--- config.mk ---
export PLATFORM = sky130hd
export DESIGN_NAME = bs_host_ctrl
export DESIGN_NICKNAME = d
export VERILOG_FILES = /design/src/rtl/bs_host_ctrl.sv
export SDC_FILE = /design/constraint.sdc
export NUM_CORES = 1
export LEC_CHECK = 0
export BUFFER_PORTS_ARGS = -buffer_cell sky130_fd_sc_hd__buf_2
export CAP_MARGIN = 20
export CORE_MARGIN = 2
export CORE_UTILIZATION = 43
export DETAILED_ROUTE_END_ITERATION = 16
export PLACE_DENSITY_LB_ADDON = 0.3
export SLEW_MARGIN = 20
export SYNTH_ARGS = -nofsm -noshare
export SYNTH_HDL_FRONTEND = slang
export SYNTH_SLANG_ARGS = --single-unit
--- constraint.sdc ---
create_clock -name clk -period 1.7 [get_ports clk]
set_input_delay 0.34 -clock clk [delete_from_list [all_inputs] [get_ports clk]]
set_output_delay 0.34 -clock clk [all_outputs]
set_load 0.01 [all_outputs]
--- src/rtl/bs_host_ctrl.sv ---
// Host-side controller for the Black-Scholes processor cmd/status port.
// Takes one job over a valid/ready request, drives the processor through
// RUN / COMPLETE / ACK, and returns the captured result or a timeout flag
// over a valid/ready response.
module bs_host_ctrl #(
  parameter int TIMEOUT = 1024,
  parameter int CNT_W   = 16
) (
  input  logic             clk,
  input  logic             nreset,
  input  logic             req_valid,
  output logic             req_ready,
  input  logic [31:0]      req_constK,
  input  logic [31:0]      req_const1,
  input  logic [31:0]      req_const2,
  input  logic [31:0]      req_const3,
  output logic             rsp_valid,
  input  logic             rsp_ready,
  output logic [31:0]      rsp_data,
  output logic             rsp_timeout,
  output logic [31:0]      p_constK,
  output logic [31:0]      p_const1,
  output logic [31:0]      p_const2,
  output logic [31:0]      p_const3,
  output logic [3:0]       p_cmd,
  input  logic [3:0]       p_status,
  input  logic [31:0]      p_dout,
  output logic             busy,
  output logic [CNT_W-1:0] job_count
);

  typedef enum logic [2:0] {
    S_IDLE, S_LOAD, S_RUN, S_WAIT, S_ACK, S_RESP
  } state_e;

  localparam logic [3:0] CMD_NOP = 4'd0;
  localparam logic [3:0] CMD_RUN = 4'd1;
  localparam logic [3:0] CMD_ACK = 4'd2;
  localparam logic [3:0] PS_IDLE     = 4'd0;
  localparam logic [3:0] PS_COMPLETE = 4'd2;

  // Last counter value at which a job may still complete.
  localparam logic [CNT_W-1:0] TMO_LAST = CNT_W'(TIMEOUT - 1);

  state_e           state_q, state_d;
  logic [CNT_W-1:0] tmo_q, tmo_d;
  logic [CNT_W-1:0] job_q, job_d;
  logic [31:0]      constk_q, constk_d;
  logic [31:0]      const1_q, const1_d;
  logic [31:0]      const2_q, const2_d;
  logic [31:0]      const3_q, const3_d;
  logic [31:0]      data_q, data_d;
  logic             tout_q, tout_d;

  logic status_idle;
  logic status_complete;
  logic tmo_expired;

  // Anything other than the two decoded codes counts as "busy elsewhere".
  assign status_idle     = (p_status == PS_IDLE);
  assign status_complete = (p_status == PS_COMPLETE);
  assign tmo_expired     = (tmo_q >= TMO_LAST);

  // State, counters and datapath registers.
  always_ff @(posedge clk or negedge nreset) begin
    if (!nreset) begin
      state_q  <= S_IDLE;
      tmo_q    <= '0;
      job_q    <= '0;
      constk_q <= '0;
      const1_q <= '0;
      const2_q <= '0;
      const3_q <= '0;
      data_q   <= '0;
      tout_q   <= 1'b0;
    end else begin
      state_q  <= state_d;
      tmo_q    <= tmo_d;
      job_q    <= job_d;
      constk_q <= constk_d;
      const1_q <= const1_d;
      const2_q <= const2_d;
      const3_q <= const3_d;
      data_q   <= data_d;
      tout_q   <= tout_d;
    end
  end

  // Next-state and datapath update logic.
  always_comb begin
    state_d  = state_q;
    tmo_d    = tmo_q;
    job_d    = job_q;
    constk_d = constk_q;
    const1_d = const1_q;
    const2_d = const2_q;
    const3_d = const3_q;
    data_d   = data_q;
    tout_d   = tout_q;
    unique case (state_q)
      S_IDLE: begin
        if (req_valid) begin
          constk_d = req_constK;
          const1_d = req_const1;
          const2_d = req_const2;
          const3_d = req_const3;
          state_d  = S_LOAD;
        end
      end
      S_LOAD: begin
        // Hold off until a previous (possibly aborted) run has drained.
        if (status_idle) begin
          tmo_d   = '0;
          state_d = S_RUN;
        end
      end
      S_RUN: begin
        tmo_d = tmo_q + 1'b1;
        if (status_complete) begin
          state_d = S_WAIT;
        end else if (tmo_expired) begin
          data_d  = '0;
          tout_d  = 1'b1;
          state_d = S_RESP;
        end else if (!status_idle) begin
          state_d = S_WAIT;
        end
      end
      S_WAIT: begin
        tmo_d = tmo_q + 1'b1;
        // Completion takes priority over a simultaneous expiry; dout is
        // captured now because the processor re-samples once back in idle.
        if (status_complete) begin
          data_d  = p_dout;
          tout_d  = 1'b0;
          state_d = S_ACK;
        end else if (tmo_expired) begin
          data_d  = '0;
          tout_d  = 1'b1;
          state_d = S_RESP;
        end
      end
      S_ACK: begin
        if (status_idle) begin
          job_d   = job_q + 1'b1;
          state_d = S_RESP;
        end
      end
      S_RESP: begin
        if (rsp_ready) begin
          state_d = S_IDLE;
        end
      end
      default: state_d = S_IDLE;
    endcase
  end

  // Outputs decoded purely from the registered state.
  always_comb begin
    p_cmd     = CMD_NOP;
    rsp_valid = 1'b0;
    req_ready = 1'b0;
    busy      = 1'b1;
    unique case (state_q)
      S_IDLE: begin
        req_ready = 1'b1;
        busy      = 1'b0;
      end
      S_RUN:   p_cmd     = CMD_RUN;
      S_ACK:   p_cmd     = CMD_ACK;
      S_RESP:  rsp_valid = 1'b1;
      default: p_cmd     = CMD_NOP;
    endcase
  end

  assign p_constK    = constk_q;
  assign p_const1    = const1_q;
  assign p_const2    = const2_q;
  assign p_const3    = const3_q;
  assign rsp_data    = data_q;
  assign rsp_timeout = tout_q;
  assign job_count   = job_q;

endmodule

==> results.toml <==
[setup_path]
rrSetupSlack_ns = -0.15
critPathKind = "register to register"
crit_arrival_ns = 2.16
crit_path_max_fanout = 10
critPathCaptureType = "register"
startpoint_type = "register"
crit_required_ns = 2.01

[yosys]
synth.avg_cell_area_um2 = 13.0
yosys_register_bits = 196
async_flop_share_pct = 100
synth_edf_count = 0
ys_warn_count = 0
synth_cells = 610
synth_area_um2 = 7950
yosys-top-cells-area = "dfrtp_1, mux2_2, nand2_1"
synth_top_area_share_pct = 61.7
synth.yosys.seq_area_share_pct = 61.7
synthTopCellsByCount = "dfrtp_1, mux2_2, nand2_1, a21oi_1, nand3_1"
synth_ff_type = "dfrtp_1"
yosysUniqueCellTypes = 47
yosysMostFrequentCell = "dfrtp_1"
synth_top_area_cell = "dfrtp_1"

[global_route]
antenna_found_initial = 2
overflow = 0
grtUsageTotal_pct = 23.2
grt_pass1_vias = 6610
grt_max_degree = 61
grt_pass1_wl_um = 36100

[drt]
wirelength_um = 24500
first_pass_iters = 4
vias = 6577
viasPerCell = 5.14
drtAntennaViolNets = 0
avgRoutedWirePerCell_um = 19.2
drc = 0
drt-initial-drc-count = 341

[final_layout]
design_area_um2 = 12300
area_delta_synth_final_pct = 54.4
final_cells = 1279
layout.nets = 1205
multi_input_area_um2 = 3590
fillCellCount = 1309
drive_gt1_share_pct = 63.2
register_area_um2 = 4900

[placed_design]
gp_congestion = 0.813
place_area_um2 = 10500
port_buffers = 349
post-place-ws_ns = -0.175
dp_hpwl_um = 16400
dp.cells = 1212

[floorplan]
die_h_um = 140
die_x_um = 140
die-area_um2 = 19600
pin_count = 352
core_um2 = 18000
std_cell_rows = 49
initial_utilization_pct = 44.1

[timing]
finalWorstSetupSlack_ns = -0.146
final.min_clock_period_ns = 1.85
finalHoldViolations = 0
fin_skew_ns = 0.0122
fmax_mhz = 542
rsz0062_at_grt = "yes"
finalCritPeriodShare_pct = 109
setup_viol = 167
drv_slew = 0

[outcome]
failed_checks = "negative setup slack"
status = "finished with violations"

[cts]
clock_sinks = 196
clkTransAtPathRegs_ns = 0.08
htree_levels = 4
cts_buffers = 17
insertion_delay_ns = 0.43
clockBufferDepth = 2
cts-root-buf = "clkbuf_16"
cts_tree = "yes"

[worst_hold_path]
worstHoldPathType = "primary input to register"

[power]
clkPwrFrac_pct = 19.7
p_seq_share_pct = 37.2
power_leakage_nw = 6.13
irDropWorstVdd_mv = 1.11
p_sw_share_pct = 33.1
p_comb_share_pct = 43.0
p_sw_mw = 6.73
power_density_nw_per_um2 = 1650
intPower_mw = 13.6

[flow_run]
drv_cap = 0
path summary, 6_finish.rpt:
kind	from	endpoint	cells past startpoint
min reg2reg	job_count[15]	job_count[15]	1
max	state_q[2]	p_const1[24]	6
min in group asynchronous	nreset	p_const3[23]	2
max reg2reg	state_q[2]	p_const1[24]	6
min	req_constK[29]	p_constK[29]	2
max in group asynchronous	nreset	job_count[7]	3
worst max-delay path: stages, from the launching register on:
cell,delay (ns)
dfrtp_1,0.40
or3_4,0.41
inv_4,0.06
and2_4,0.17
buf_12,0.17
clkbuf_16,0.19
mux2_2,0.33
layout by cell type, fill, tap and decap left out, types with 7 or more instances in the layout:
cell type,n
nand3_1,16
clkbuf_16,23
xor2_1,7
and3_1,8
buf_4,44
o21ai_0,7
xnor2_1,8
buf_2,346
nand2_1,77
buf_6,18
a21oi_2,29
mux2_2,14
buf_12,15
nor2_1,7
a21oi_1,10
mux2_4,115
dfrtp_1,196
sequential cells by signal, indices dropped and copies added, names as in the netlist:
name / cells
job_count: 16
p_const1: 32
p_const2: 32
p_const3: 32
p_constK: 32
rsp_data: 32
rsp_timeout: 1
state_q: 3
tmo_q: 16
power by group through the flow:
stage	logic, mW	clock network, mW	registers, mW
after floorplan	2.78	0	8.37
after detailed placement	6.84	0	7.53
after global placement	6.71	0	7.41
after global routing	9.28	4.30	7.79
after CTS	7.91	4.09	7.49
final	8.75	4.01	7.56
stage by stage:
stage               hold WS [ns]  TNS [ns]  util [%]  power [mW]
floorplan                 0.0444    -19.91         -        11.1
global placement           0.212     -6.00      58.2        14.1
detailed placement         0.213     -8.65      58.2        14.4
CTS                        0.116    -10.85      64.9        19.5
global route               0.115    -24.57      68.1        21.4
finish                     0.140    -14.71      68.1        20.3
kinds of logic after synthesis:
kind of cell	after synthesis	share of synthesized area [%]
AO/OA/AOI/OAI	72	5.43
XOR/XNOR	15	1.65
adder cells (fa/ha/maj)	2	0.315
buffers and inverters	41	2.80
flip-flops	196	61.7
multiplexers	132	18.6
other	1	0.0472
AND/OR/NAND/NOR	151	9.43
routing by layer:
layer,wire length [µm],GRT usage [%],share of wire (%)
met2,12800,39.7,52
met4,549,8.32,2.2
met3,1460,6.32,5.9
met1,9700,28.5,40
met5,0,0,0
final cells by class:
class | count | share of cell area (%)
sequential | 196 | 39.9
multi-input combinational | 375 | 29.2
timing repair buffer | 438 | 23.5
clock buffer | 19 | 3.61
tap | 229 | 2.33
clock inverter | 13 | 1.13
inverter | 7 | 0.255
antenna | 2 | 0.0408
what timing repair did:
action	4_1_cts	5_1_grt
pin swaps	8	9
hold endpoints to repair	13	0
gates resized for setup	122	78
buffers inserted	15	9
hold buffers	1	0
endpoints found under the setup margin	167	179
gates cloned	2	7
Power figures use the tool's default switching activity.
